===== config.mk =====
export PLATFORM = sky130hd
export DESIGN_NAME = cdb_arbiter_flat
export DESIGN_NICKNAME = d
export VERILOG_FILES = /design/src/rtl/tomasulo_pkg.sv /design/src/rtl/cdb_arbiter_if.sv /design/src/rtl/cdb_arbiter_rr_pick.sv /design/src/rtl/cdb_arbiter.sv /design/src/flat_wrapper.sv
export SDC_FILE = /design/constraint.sdc
export NUM_CORES = 1
export LEC_CHECK = 0
export ABC_AREA = 1
export CAP_MARGIN = 20
export CORE_MARGIN = 10
export CORE_UTILIZATION = 35
export DETAILED_ROUTE_END_ITERATION = 16
export GPL_TIMING_DRIVEN = 0
export PLACE_DENSITY = 0.82
export RECOVER_POWER = 100
export SYNTH_ARGS = -nofsm -noshare
export SYNTH_HDL_FRONTEND = slang
export SYNTH_HIERARCHICAL = 1
export SYNTH_SLANG_ARGS = --single-unit

===== constraint.sdc =====
create_clock -name clk -period 5.34 [get_ports clk]
set_clock_uncertainty 0.05 [all_clocks]
set_input_delay 1.602 -clock clk [delete_from_list [all_inputs] [get_ports clk]]
set_output_delay 1.602 -clock clk [all_outputs]
set_load 0.02 [all_outputs]

===== src/rtl/tomasulo_pkg.sv =====
// Shared Tomasulo definitions: ROB tag/data widths and the CDB broadcast record
// snooped by the ROB, reservation stations and commit.
package tomasulo_pkg;

    localparam int TAG_W     = 3;
    localparam int DATA_W    = 32;
    localparam int ROB_DEPTH = 1 << TAG_W;
    localparam int FU_COUNT  = 4;

    typedef struct packed {
        logic              valid;
        logic [TAG_W-1:0]  tag;
        logic [DATA_W-1:0] data;
    } cdb_t;

    // Distance of an entry from the ROB head; smaller means older.
    function automatic logic [TAG_W-1:0] rob_age(input logic [TAG_W-1:0] tag,
                                                 input logic [TAG_W-1:0] head);
        return tag - head;
    endfunction

endpackage


===== src/rtl/cdb_arbiter_if.sv =====
// FU writeback requests, ROB control and the registered CDB broadcast.
// master = FU/ROB side, slave = arbiter.
interface cdb_arbiter_if #(parameter int NUM_FU = tomasulo_pkg::FU_COUNT);

    logic [NUM_FU-1:0]                     fu_req;
    logic [NUM_FU*tomasulo_pkg::TAG_W-1:0]  fu_tag;
    logic [NUM_FU*tomasulo_pkg::DATA_W-1:0] fu_data;
    logic [NUM_FU-1:0]                     fu_gnt;
    logic                                  cdb_stall;
    logic                                  rob_flush;
    logic [tomasulo_pkg::TAG_W-1:0]         rob_head;
    logic                                  cdb_valid;
    logic [tomasulo_pkg::TAG_W-1:0]         cdb_tag;
    logic [tomasulo_pkg::DATA_W-1:0]        cdb_data;

    modport master (
        output fu_req, fu_tag, fu_data, cdb_stall, rob_flush, rob_head,
        input  fu_gnt, cdb_valid, cdb_tag, cdb_data
    );

    modport slave (
        input  fu_req, fu_tag, fu_data, cdb_stall, rob_flush, rob_head,
        output fu_gnt, cdb_valid, cdb_tag, cdb_data
    );

endinterface


===== src/rtl/cdb_arbiter_rr_pick.sv =====
// Rotating-priority one-hot picker: first requester at or above ptr, wrapping.
module rr_pick #(
    parameter  int N     = 4,
    localparam int IDX_W = (N > 1) ? $clog2(N) : 1
) (
    input  logic [N-1:0]     req,
    input  logic [IDX_W-1:0] ptr,
    output logic [N-1:0]     gnt,
    output logic [IDX_W-1:0] idx,
    output logic             any
);

    always_comb begin
        int j;
        gnt = '0;
        idx = '0;
        any = 1'b0;
        j   = 0;
        for (int k = 0; k < N; k++) begin
            j = int'(ptr) + k;
            if (j >= N) j = j - N;
            if (!any && req[j]) begin
                any    = 1'b1;
                gnt[j] = 1'b1;
                idx    = IDX_W'(j);
            end
        end
    end

endmodule


===== src/rtl/cdb_arbiter.sv =====
// Common Data Bus arbiter: one FU result per cycle, broadcast registered.
// Build option CDB_OLDEST_FIRST_EN: grant the oldest ROB entry instead of round robin.
module cdb_arbiter
    import tomasulo_pkg::*;
#(
    parameter int NUM_FU = FU_COUNT
) (
    input logic         clk,
    input logic         rst,
    cdb_arbiter_if.slave bus
);

    localparam int IDX_W = (NUM_FU > 1) ? $clog2(NUM_FU) : 1;

    logic [NUM_FU-1:0] pick_gnt;
    logic [IDX_W-1:0]  pick_idx;
    logic              pick_any;
    logic              grant_en;
    logic              grant;
    cdb_t              cdb_q;

    assign grant_en = !rst && !bus.cdb_stall && !bus.rob_flush;
    assign grant    = grant_en && pick_any;

`ifdef CDB_OLDEST_FIRST_EN
    logic [TAG_W-1:0] best_age;

    // Ties on age (only possible with duplicate tags) go to the lowest FU index.
    always_comb begin
        pick_idx = '0;
        pick_any = 1'b0;
        best_age = '1;
        pick_gnt = '0;
        for (int i = 0; i < NUM_FU; i++) begin
            if (bus.fu_req[i] &&
                (!pick_any || rob_age(bus.fu_tag[i*TAG_W +: TAG_W], bus.rob_head) < best_age)) begin
                pick_any = 1'b1;
                best_age = rob_age(bus.fu_tag[i*TAG_W +: TAG_W], bus.rob_head);
                pick_idx = IDX_W'(i);
            end
        end
        pick_gnt[pick_idx] = pick_any;
    end
`else
    logic [IDX_W-1:0] rr_ptr;

    rr_pick #(.N(NUM_FU)) u_rr_pick (
        .req (bus.fu_req),
        .ptr (rr_ptr),
        .gnt (pick_gnt),
        .idx (pick_idx),
        .any (pick_any)
    );

    always_ff @(posedge clk or posedge rst) begin
        if (rst) begin
            rr_ptr <= '0;
        end else if (grant) begin
            rr_ptr <= (pick_idx == IDX_W'(NUM_FU - 1)) ? '0 : pick_idx + 1'b1;
        end
    end
`endif

    assign bus.fu_gnt = grant_en ? pick_gnt : '0;

    // Tag/data hold their last value when nothing is broadcast.
    always_ff @(posedge clk or posedge rst) begin
        if (rst) begin
            cdb_q <= '0;
        end else if (bus.rob_flush) begin
            cdb_q.valid <= 1'b0;
        end else if (grant) begin
            cdb_q.valid <= 1'b1;
            cdb_q.tag   <= bus.fu_tag[pick_idx*TAG_W +: TAG_W];
            cdb_q.data  <= bus.fu_data[pick_idx*DATA_W +: DATA_W];
        end else begin
            cdb_q.valid <= 1'b0;
        end
    end

    assign bus.cdb_valid = cdb_q.valid;
    assign bus.cdb_tag   = cdb_q.tag;
    assign bus.cdb_data  = cdb_q.data;

endmodule

===== src/flat_wrapper.sv =====
// flat-port wrapper written by rule: the top's interface ports become plain ports
module cdb_arbiter_flat import tomasulo_pkg::*;
#(
    parameter int NUM_FU = FU_COUNT
)
  (clk, rst, bus_fu_req, bus_fu_tag, bus_fu_data, bus_cdb_stall, bus_rob_flush, bus_rob_head, bus_fu_gnt, bus_cdb_valid, bus_cdb_tag, bus_cdb_data);
  cdb_arbiter_if #(.NUM_FU(NUM_FU)) bus_i ();
  input logic clk;
  input logic rst;
  input wire logic [$bits(bus_i.fu_req)-1:0] bus_fu_req;
  input wire logic [$bits(bus_i.fu_tag)-1:0] bus_fu_tag;
  input wire logic [$bits(bus_i.fu_data)-1:0] bus_fu_data;
  input wire logic [$bits(bus_i.cdb_stall)-1:0] bus_cdb_stall;
  input wire logic [$bits(bus_i.rob_flush)-1:0] bus_rob_flush;
  input wire logic [$bits(bus_i.rob_head)-1:0] bus_rob_head;
  output wire logic [$bits(bus_i.fu_gnt)-1:0] bus_fu_gnt;
  output wire logic [$bits(bus_i.cdb_valid)-1:0] bus_cdb_valid;
  output wire logic [$bits(bus_i.cdb_tag)-1:0] bus_cdb_tag;
  output wire logic [$bits(bus_i.cdb_data)-1:0] bus_cdb_data;
  assign bus_i.fu_req = bus_fu_req;
  assign bus_i.fu_tag = bus_fu_tag;
  assign bus_i.fu_data = bus_fu_data;
  assign bus_i.cdb_stall = bus_cdb_stall;
  assign bus_i.rob_flush = bus_rob_flush;
  assign bus_i.rob_head = bus_rob_head;
  assign bus_fu_gnt = bus_i.fu_gnt;
  assign bus_cdb_valid = bus_i.cdb_valid;
  assign bus_cdb_tag = bus_i.cdb_tag;
  assign bus_cdb_data = bus_i.cdb_data;
  cdb_arbiter #(.NUM_FU(NUM_FU)) u_core (.clk(clk), .rst(rst), .bus(bus_i));
endmodule

==> qor.yml <==
cp_max_fo: 10
synthCells: 659
tightest_slew_ns: 1.50
num-nets-final: 1013
crit_arrival_ns: 3.43
grt.total_usage: 0.171
regArea_um2: 951
grt_pass1_vias: 4161
synth_seq_area_share: 0.257
failed_checks: "max-capacitance violations, max-slew violations"
io_buffers: 187
cts_setup_buffers: 0
detail_route.iter0.violations: 236
cp_slowest_cell: "clkdlybuf4s50_1"
clock_sinks: 38
fin_crit_sh: 0.951
wl_per_cell_um: 13.6
core_mm2: 0.0103
max_stage_delay_ns: 0.44
drtPass1Iterations: 5
max-cap-violations: 1
cp_cell_sequence: "clkdlybuf4s50_1, inv_1, nand2_1, nand3_1, nand2_1, nor2_4, buf_6, nand4_1, nand3_1, inv_1, nor2_1, dlymetal6s2s_1"
path_clk_slew_ns: 0.07
grt_max_degree: 39
drc: 0
num_rows: 37
gp_congestion: 0.846
grt_pass1_wl_um: 20800
die_w_um: 123
start_util: 0.358
n_fill_cell: 1037
cts.path.max_buffers: 2
finalHoldViolCount: 0
clock-root-buffer: "clkbuf_8"
fmax_mhz: 197
netlist_area_mm2: 0.00369
antenna_cells: 0
multi_input_area_mm2: 0.00189
grt_remaining_overflow: 0
tns_ns: 0
p_leak_uw: 0.00342
dpl.hpwl_um: 10800
cts_tree: "done"
top_level_ports: 191
drt_wl_total_um: 13500
path_class: "primary input to primary output"
power_uw: 3440
period_needed_ns: 5.08
hp-class: "register to register"
synth-seq-cells: 38
antenna_found_initial: 0
path_delay_family: "buffers and inverters"
vias: 4279
syn_avg_cell_area_um2: 5.61
htreeDepth: 2
cp-start-kind: "primary input"
peakVddDrop_v: 0.000296
synthToLayoutAreaGrowth_pct: 56.6
status: "complete, but fails checks"
cts_buffers: 5
clock_latency_ns: 0.28
slew_violations: 39
syn-num-nets: 819
die_h_um: 123
ant_nets: 0
required_ns: 3.69
via_per_inst: 4.32
critPathBufInv: 5
ys.warnings.count: 6
crit_path_end_kind: "primary output"
rsz0062_at_grt: "no"
dieArea_mm2: 0.0151
yosysUniqueCellTypes: 18
powerDensity_mw_per_mm2: 595
slew_headroom: -0.00117
finalSetupViolCount: 0
drive_gt1_frac: 0.0527
[path summary, 6_finish.rpt]
check	slack (ns)	depth (start not counted)	end	startpoint
max	0.26	12	bus_fu_gnt[0]	bus_fu_req[3]
min	0.42	2	u_core/bus.cdb_data[16]	u_core/bus.cdb_data[16]
max reg2reg	1.48	16	u_core/bus.cdb_data[20]	u_core/rr_ptr[0]
min reg2reg	0.42	2	u_core/bus.cdb_data[16]	u_core/bus.cdb_data[16]
max in group asynchronous	2.16	2	u_core/bus.cdb_data[3]	rst
min in group asynchronous	2.20	2	u_core/bus.cdb_data[23]	rst
[state kept, by name, summed over array words and instances (netlist names)]
| signal | flops |
|---|---|
| u_core/rr_ptr | 2 |
| u_core/bus.cdb_valid | 1 |
| u_core/bus.cdb_tag | 3 |
| u_core/bus.cdb_data | 32 |
[cell type report]
class | count | share of cell area
Multi-Input combinational cell | 432 | 0.326
Timing Repair Buffer | 187 | 0.322
Sequential cell | 38 | 0.164
Inverter | 158 | 0.103
Buffer | 31 | 0.0391
Tap cell | 136 | 0.0294
Clock buffer | 7 | 0.0149
Clock inverter | 1 | 0.000865
[tightest hold or removal path, cell delays in order (launching register included)]
cell and delay (ns):
dfrtp_1 0.34, nand2_1 0.05, nand2_1 0.05
[kinds of logic after synthesis]
kind of cell / share of synthesized area
compound gates: 0.0176
simple gates: 0.464
flops: 0.257
fa+ha+maj: 0.0305
buf+inv: 0.231
[synth_stat cells]
master	number	area [um2]
nand2_1	304	1140
inv_1	154	578
nand3_1	84	420
dfrtp_1	38	951
buf_6	14	158
buf_2	12	60.1
ha_1	9	113
a21oi_1	7	35.0
nand4_1	7	43.8
nand2_2	6	37.5
nor2_1	6	22.5
buf_4	5	37.5
a21boi_0	4	30.0
nand3_2	3	30.0
inv_2	2	7.51
inv_4	2	12.5
nor2_2	1	6.26
nor2_4	1	11.3
[metal layers]
metal	vias up	global-route usage	part of all wire
met5	-	0	0
met4	0	0.0243	0.0026
li1	2299	-	-
met1	1815	0.211	0.45
met3	2	0.0606	0.095
met2	163	0.287	0.45
[per-stage QoR]
step / instance area, um2 / hold WS (ns) / setup WS, ns / cells / util
finish: 5790 / 0.424 / 0.263 / 990 / 0.560
global route: 5790 / 0.444 / 0.108 / 990 / 0.560
CTS: 5830 / 0.435 / 0.00241 / 990 / 0.565
detailed placement: 5740 / 0.415 / -0.0192 / 982 / 0.556
global placement: 5740 / 0.411 / -0.0225 / 982 / 0.556
floorplan: 3690 / 0.534 / 1.04 / 659 / -
[layout by cell type (no fill, tap or decap), types with 3 or more instances in the layout]
| cell | n |
|---|---|
| dlygate4sd3_1 | 37 |
| a21oi_1 | 7 |
| nor2_1 | 5 |
| nand3_1 | 85 |
| nand2_2 | 5 |
| clkdlybuf4s50_1 | 146 |
| ha_1 | 9 |
| nand4_1 | 7 |
| inv_1 | 153 |
| inv_2 | 3 |
| clkbuf_1 | 11 |
| buf_6 | 13 |
| clkbuf_8 | 6 |
| a21boi_0 | 4 |
| nand2_1 | 305 |
| buf_2 | 10 |
| dfrtp_1 | 38 |
[power breakdown]
group	switching [uW]	total, uW	internal [uW]
Combinational	1720	2750	1030
Clock	99.4	204	104
Sequential	77.3	493	415
Total	1900	3440	1540
[repair_timing]
item,4_1_cts,5_1_grt
hold buffers,0,0
resized for setup,1,5
cloned,0,0
setup endpoints to repair,4,4
No activity file was read; power rests on OpenSTA's default activity.
